<file path="src/rtl/pc_redirect_unit.sv">
// rtl/pc_redirect_unit.sv - program counter owner with branch/jump redirect, IF/ID flush and stalled-redirect capture
module pc_redirect_unit #(
    parameter logic [31:0] RESET_PC = 32'h0000_0000,
    parameter int          CNT_W    = 16
) (
    input  logic             Clk,
    input  logic             Rst,
    input  logic             FetchStall,
    input  logic             EqualFlag,
    input  logic [5:0]       BranchControl,
    input  logic [31:0]      BranchTarget,
    input  logic [31:0]      JumpTarget,
    input  logic [31:0]      RegTarget,
    output logic [31:0]      PC,
    output logic             IFIDFlush,
    output logic             Pending,
    output logic             AlignErr,
    output logic [CNT_W-1:0] RedirectCount
);

    typedef enum logic {
        RUN  = 1'b0,
        PEND = 1'b1
    } state_t;

    localparam logic [5:0] CODE_BEQ = 6'd18;
    localparam logic [5:0] CODE_BNE = 6'd19;
    localparam logic [5:0] CODE_J   = 6'd23;
    localparam logic [5:0] CODE_JR  = 6'd24;
    localparam logic [5:0] CODE_JAL = 6'd25;

    state_t           state;
    state_t           stateNext;
    logic [31:0]      pcReg;
    logic [31:0]      pcNext;
    logic [31:0]      pendTarget;
    logic [31:0]      pendTargetNext;
    logic             alignReg;
    logic [CNT_W-1:0] countReg;

    logic             isRedirCode;
    logic             take;
    logic [31:0]      rawTarget;
    logic [31:0]      alignedTarget;
    logic             alignBad;
    logic             flush;
    logic             countInc;
    logic             alignSet;

    // Decode the control code and pick the raw target before alignment.
    always_comb begin
        isRedirCode = 1'b0;
        rawTarget   = 32'h0;
        case (BranchControl)
            CODE_BEQ, CODE_BNE: begin
                isRedirCode = 1'b1;
                rawTarget   = BranchTarget;
            end
            CODE_J, CODE_JAL: begin
                isRedirCode = 1'b1;
                rawTarget   = JumpTarget;
            end
            CODE_JR: begin
                isRedirCode = 1'b1;
                rawTarget   = RegTarget;
            end
            default: begin
                isRedirCode = 1'b0;
                rawTarget   = 32'h0;
            end
        endcase
        take          = EqualFlag & isRedirCode;
        alignedTarget = {rawTarget[31:2], 2'b00};
        alignBad      = (rawTarget[1:0] != 2'b00);
    end

    // In PEND the ID stage holds a wrong-path bubble, so take is ignored.
    always_comb begin
        stateNext      = state;
        pcNext         = pcReg;
        pendTargetNext = pendTarget;
        flush          = 1'b0;
        countInc       = 1'b0;
        alignSet       = 1'b0;
        case (state)
            RUN: begin
                if (take) begin
                    flush    = 1'b1;
                    countInc = 1'b1;
                    alignSet = alignBad;
                    if (FetchStall) begin
                        pendTargetNext = alignedTarget;
                        stateNext      = PEND;
                    end else begin
                        pcNext = alignedTarget;
                    end
                end else if (!FetchStall) begin
                    pcNext = pcReg + 32'd4;
                end
            end
            PEND: begin
                if (!FetchStall) begin
                    pcNext    = pendTarget;
                    stateNext = RUN;
                end
            end
            default: begin
                stateNext = RUN;
            end
        endcase
    end

    always_ff @(posedge Clk) begin
        if (Rst) begin
            state      <= RUN;
            pcReg      <= RESET_PC;
            pendTarget <= 32'h0;
            alignReg   <= 1'b0;
            countReg   <= '0;
        end else begin
            state      <= stateNext;
            pcReg      <= pcNext;
            pendTarget <= pendTargetNext;
            if (alignSet) begin
                alignReg <= 1'b1;
            end
            if (countInc && (countReg != {CNT_W{1'b1}})) begin
                countReg <= countReg + 1'b1;
            end
        end
    end

    assign PC            = pcReg;
    assign IFIDFlush     = flush & ~Rst;
    assign Pending       = (state == PEND);
    assign AlignErr      = alignReg;
    assign RedirectCount = countReg;

endmodule

</file>
<file path="config.mk">
export PLATFORM = sky130hd
export DESIGN_NAME = pc_redirect_unit
export DESIGN_NICKNAME = d
export VERILOG_FILES = /design/src/rtl/pc_redirect_unit.sv
export SDC_FILE = /design/constraint.sdc
export NUM_CORES = 1
export LEC_CHECK = 0
export CORE_MARGIN = 1.5
export CORE_UTILIZATION = 49
export CTS_CLUSTER_DIAMETER = 60
export CTS_CLUSTER_SIZE = 20
export DETAILED_ROUTE_END_ITERATION = 12
export HOLD_SLACK_MARGIN = 0.08
export PLACE_DENSITY_LB_ADDON = 0.08
export SYNTH_ARGS = -nofsm -noshare
export SYNTH_HDL_FRONTEND = slang
export SYNTH_SLANG_ARGS = --single-unit
</file>
<file path="constraint.sdc">
create_clock -name Clk -period 9.9 [get_ports Clk]
set_input_delay 2.97 -clock Clk [delete_from_list [all_inputs] [get_ports Clk]]
set_output_delay 2.97 -clock Clk [all_outputs]
set_load 0.05 [all_outputs]
</file>
==> impl_metrics.yaml, run 1 <==
status:
  outcome: "complete, no violations"
global_route:
  grt_pass1_wl_um: 23400
  use_met1_pct: 34.6
  grt_pass1_vias: 4966
  grt-busiest-layer: "met2"
  grt_overflow: 0
  grt_use_met3_pct: 8.88
  grt_use_met2_pct: 50.6
  grt_use_total_pct: 29.6
  grt_max_degree: 80
  antenna_found_initial: 0
critical_path:
  cp.arrival_ns: 5.79
  crit_fanout: 31
  timing.rr.start: "PC[2]"
  crit_top_cell: "clkdlybuf4s50_1"
  crit_slowest_cell: "clkdlybuf4s50_1"
  worstSetupEndpointType: "primary output"
  r2r_end: "PC[28]"
  critPathBufInv: 3
  crit_type: "primary input to primary output"
  reg2reg_slack_ns: 7.42
  worstSetupStartpointType: "primary input"
  r2r_cells: 7
  required_ns: 6.93
  path_delay_family: "buffers and inverters"
  cp_cell_sequence: "clkdlybuf4s50_1 -> or3b_1 -> o31a_1 -> or3_1 -> buf_4 -> nor2_1 -> clkdlybuf4s50_1"
  critPathMaxStageDelay_ns: 0.83
detailed_routing:
  detail-route-antenna-nets: 0
  routed_wirelength_um: 14600
  wire_per_inst_um: 18.2
  drtIter0Drc: 541
  dr_total_vias: 5113
  drc_errors: 0
  viasPerCell: 6.35
  dr.pass1.iters: 9
logic_synthesis:
  synth-seq-cells: 78
  synth_edf_count: 0
  ys.warnings.count: 0
  post_synth_num_cell_types: 62
  ys.flop_type: "dfxtp_1"
  synth_top_area_cell: "dfxtp_1"
  syn_avg_cell_area_um2: 7.84
  synth_area_leaders: "dfxtp_1, nor2_1, a222oi_1"
  syn-cell-area_um2: 4430
  yosysSeqAreaShare_pct: 35.3
  synth_cells: 565
  synthArstFlopShare_pct: 0
  synth_top_area_share_pct: 35.3
clock_network:
  cts_resized: 0
  root_buffer: "clkbuf_8"
  hold_buffers: 0
  cts_setup_buffers: 0
  cts_inserted_buffers: 9
  cts_tree: "yes"
  cts.clk_slew.worst_paths_ns: 0.07
  cts_sinks: 78
  clockBufferDepth: 2
  clk_latency_ns: 0.36
  htree_num_levels: 3
power_and_ir_drop:
  p_leak_nw: 1.94
  vdd_drop_max_mv: 0.170
  p_per_area_nw_per_um2: 108
die:
  core_area_um2: 8720
  ios: 157
  rows: 34
  start_util_pct: 50.8
  dieArea_um2: 9620
  die_h_um: 98.1
  die_x_um: 98.1
hold_path:
  hold_depth: 2
  hp-class: "flip-flop to flip-flop"
  worst_hold_path.endpoint: "AlignErr"
  hold_start: "AlignErr"
sta:
  setup_viol: 0
  slew_headroom_pct: 24.1
  holdWs_ns: 0.490
  finalMaxSlewViolations: 0
  clock.fmax_mhz: 114
  hold_viol: 0
  worstMarginPinSlew_ns: 1.13
  post-route-period-util_pct: 88.5
  min_period_ns: 8.76
  finalClockSkew_ns: 0.0144
  rsz0062_at_grt: "false"
  fin_tns_setup_ns: 0
place:
  numPortBuffers: 154
  hpwl_um: 9890
  gp_congestion: 0.838
final_layout:
  num-nets-final: 800
  diodes: 0
  synthToLayoutAreaGrowth_pct: 39.5
  drive_gt1_share_pct: 5.31
job:
  maxCapViolCount: 0
==> tightest hold or removal path, stage by stage, from the launching register on <==
cell and delay (ns):
dfxtp_1 0.34, a21oi_1 0.04, nor2_1 0.08
==> power breakdown <==
group,total (mW),internal [mW],switching [mW]
Combinational,0.0984,0.0527,0.0457
Clock,0.243,0.122,0.120
Sequential,0.324,0.318,0.00581
Total,0.665,0.493,0.172
==> worst max path at each step <==
stage               slack, ns        startpoint         to  depth (start not counted)
global route             1.03  BranchControl[3]  IFIDFlush                          7
finish                   1.14  BranchControl[3]  IFIDFlush                          7
detailed placement       1.19  BranchControl[3]  IFIDFlush                          7
CTS                      1.17  BranchControl[3]  IFIDFlush                          7
floorplan                1.98  BranchControl[1]  IFIDFlush                          7
global placement         1.23  BranchControl[3]  IFIDFlush                          7
==> area by class of cell <==
| class | count | area [um2] |
|---|---|---|
| Clock buffer | 10 | 138 |
| Clock inverter | 6 | 61.3 |
| Fill cell | 698 | 2540 |
| Inverter | 20 | 75.1 |
| Multi-Input combinational cell | 420 | 2610 |
| Sequential cell | 78 | 1560 |
| Tap cell | 108 | 135 |
| Timing Repair Buffer | 163 | 1600 |
==> metrics by stage <==
step           setup slack, ns  power (mW)  std cells  utilization [%]  area (um2)
2_1_floorplan             1.98       0.372        566                -        4430
3_3_place_gp              1.23       0.426        789             68.6        5980
3_5_place_dp              1.19       0.429        789             68.6        5980
4_1_cts                   1.17       0.667        805             70.9        6180
5_1_grt                   1.03       0.687        805             70.9        6180
6_report                  1.14       0.665        805             70.9        6180
==> cell usage in the layout, fill, tap and decap left out, drive strengths merged, types with 14 or more instances in the layout <==
| master | count |
|---|---|
| nand2 | 33 |
| a211oi | 37 |
| nand3 | 26 |
| clkdlybuf4s50 | 153 |
| a222oi | 30 |
| o21ai | 33 |
| nor3 | 14 |
| dfxtp | 78 |
| a21oi | 31 |
| inv | 19 |
| nor2 | 86 |
==> routing by layer <==
layer	up-vias	share of wire (%)
li1	2417	-
met1	2424	40
met2	244	49
met3	28	8.4
met4	0	1.9
met5	-	0
==> sequential cells by signal, summed over array words and instances (netlist names) <==
signal	count
PC	30
Pending	1
AlignErr	1
RedirectCount	16
pendTarget	30
==> cells by family (layout without fill, tap and decap cells) <==
logic type               count (synthesis)  in the layout  synth area share (%)
multiplexers                             3              3                 0.734
adder cells (fa/ha/maj)                  2              2                 0.565
AO/OA/AOI/OAI                          188            188                  30.9
flip-flops                              78             78                  35.3
AND/OR/NAND/NOR                        212            212                  23.2
XOR/XNOR                                13             13                  2.57
buffers and inverters                   68            199                  6.64
other                                    1              2                0.0847
==> Yosys cell counts (all sizes together), types with 6 or more instances <==
| master | count |
|---|---|
| clkbuf | 32 |
| a2111oi | 6 |
| nor3 | 14 |
| nand2 | 33 |
| and3 | 9 |
| o32ai | 6 |
| a221oi | 8 |
| nand4 | 13 |
| and4 | 7 |
| a211oi | 37 |
| nor4 | 9 |
| o21ai | 33 |
| inv | 19 |
| nor2 | 86 |
| buf | 16 |
| a31oi | 7 |
| a21oi | 31 |
| dfxtp | 78 |
| a222oi | 30 |
| nand3 | 26 |
| xor2 | 9 |
(Power assumes the default switching activity.)
==> run 2: changes to the inputs <==
--- a/config.mk
+++ b/config.mk
@@ -6,7 +6,7 @@
 export NUM_CORES = 1
 export LEC_CHECK = 0
 export CORE_MARGIN = 1.5
-export CORE_UTILIZATION = 49
+export CORE_UTILIZATION = 45
 export CTS_CLUSTER_DIAMETER = 60
 export CTS_CLUSTER_SIZE = 20
 export DETAILED_ROUTE_END_ITERATION = 12
==> run 2 against run 1 <==
Net effect:
- first-iteration DRC count shrank 25%
- sequential share of layout area shrank 0.25 points
- register-to-register slack gained 0.08 ns
- sequential cell count is the same
- non-clock buffer count grew 2
- global-route usage shrank 2.6 points
- maximum frequency grew 0.51%
- critical path depth is the same
- clock skew shrank 0.0040 ns
- cell count grew 3.4%
- clock power grew 9.1%
- combinational power grew 0.7%
- critical endpoint unchanged
- highest routed layer unchanged
==> impl_metrics.yaml, run 2 (synthesis results as in run 1) <==
final_layout:
  final_cell_mix: "clkdlybuf4s50_1, nor2_1, dfxtp_1"
  synthToLayoutAreaGrowth_pct: 40.9
  layout_commonest_cell: "clkdlybuf4s50_1"
  num-nets-final: 802
  drive_gt1_share_pct: 5.44
  diodes: 0
  final_area_um2: 6240
  stdcell_count: 832
  final_util_pct: 64.8
clock_network:
  cts_tree: "yes"
  root_buffer: "clkbuf_8"
  htree_num_levels: 3
  cts_setup_buffers: 0
  hold_buffers: 0
  cts_inserted_buffers: 9
  cts_resized: 0
  clk_latency_ns: 0.36
  clockBufferDepth: 2
  cts.clk_slew.worst_paths_ns: 0.09
  cts_sinks: 78
die:
  die_h_um: 102
  die_x_um: 102
  rows: 36
  dieArea_um2: 10400
  core_area_um2: 9640
  start_util_pct: 46.0
  ios: 157
power_and_ir_drop:
  p_leak_nw: 1.96
  p_per_area_nw_per_um2: 110
  vdd_drop_max_mv: 0.0647
sta:
  slew_headroom_pct: 28.2
  fin_tns_setup_ns: 0
  setup_viol: 0
  finalClockSkew_ns: 0.0103
  holdWs_ns: 0.486
  rsz0062_at_grt: "false"
  min_period_ns: 8.72
  hold_viol: 0
  finalMaxSlewViolations: 0
  clock.fmax_mhz: 115
  post-route-period-util_pct: 88.1
  worstMarginPinSlew_ns: 1.07
critical_path:
  r2r_end: "RedirectCount[13]"
  cp.arrival_ns: 5.75
  crit_path_end: "IFIDFlush"
  startpoint: "BranchControl[3]"
  r2r_cells: 5
  worstSetupStartpointType: "primary input"
  timing.rr.start: "Pending"
  crit_fanout: 31
  required_ns: 6.93
  reg2reg_slack_ns: 7.50
  worstSetupEndpointType: "primary output"
  crit_type: "primary input to primary output"
place:
  gp_congestion: 0.903
  numPortBuffers: 154
  hpwl_um: 9860
  place_area_um2: 6030
  dp.cells: 816
status:
  outcome: "complete, no violations"
hold_path:
  hold_depth: 2
  hp-class: "flip-flop to flip-flop"
global_route:
  grt_overflow: 0
  grt_max_degree: 80
  antenna_found_initial: 0
  grt_pass1_vias: 4505
  grt_use_total_pct: 26.9
  grt_pass1_wl_um: 22300
detailed_routing:
  detail-route-antenna-nets: 0
  drc_errors: 0
  drtIter0Drc: 407
  viasPerCell: 6.00
  dr_total_vias: 4992
  dr.pass1.iters: 6
  routed_wirelength_um: 14300
  wire_per_inst_um: 17.2
job:
  maxCapViolCount: 0
## run 2: cell count changes in the layout (fill, tap and decap cells not counted)
| cell | change |
|---|---|
| buf_4 | +2 |
| bufinv_16 | +1 |
| clkbuf_1 | +1 |
| clkbuf_8 | -1 |
| clkinv_2 | -1 |
## run 2: worst min path at each step
stage / from / endpoint / slack (ns)
detailed placement: AlignErr / AlignErr / 0.47
floorplan: pendTarget[4] / pendTarget[4] / 0.48
CTS: AlignErr / AlignErr / 0.49
global route: AlignErr / AlignErr / 0.50
global placement: AlignErr / AlignErr / 0.45
finish: AlignErr / AlignErr / 0.49
## run 2: cell type report
| type | count | area (um2) |
|---|---|---|
| inverter | 20 | 75.1 |
| multi-input combinational | 420 | 2610 |
| timing repair buffer | 165 | 1620 |
| clock inverter | 6 | 86.3 |
| clock buffer | 10 | 128 |
| sequential | 78 | 1560 |
| fill | 876 | 3400 |
| tap | 133 | 166 |
## run 2: report_power, final
group	internal [mW]	total (mW)	switching [mW]	leakage [nW]
registers	0.318	0.323	0.00549	0.630
clock network	0.142	0.265	0.124	0.106
logic	0.0532	0.0991	0.0459	1.22
total	0.513	0.688	0.175	1.96
## run 2: per-stage QoR
| step | worst slack, ns | power, mW |
|---|---|---|
| floorplan | 1.98 | 0.372 |
| global placement | 1.25 | 0.427 |
| detailed placement | 1.21 | 0.429 |
| CTS | 1.19 | 0.688 |
| global route | 1.12 | 0.708 |
| finish | 1.18 | 0.688 |
## run 2: worst max-delay path, stage by stage
cell and delay (ns):
clkdlybuf4s50_1 0.53, or3b_1 0.45, o31a_1 0.18, or3_1 0.35, buf_4 0.27, nor2_1 0.15, clkdlybuf4s50_1 0.84
## run 2: layer usage
layer  share of wire, %  track usage [%]  routed length [um]
met1                 43             35.8                6150
met2                 48             44.6                6890
met3                7.4             4.65                1070
met4                1.6             8.64                 231
met5                  0                0                   0
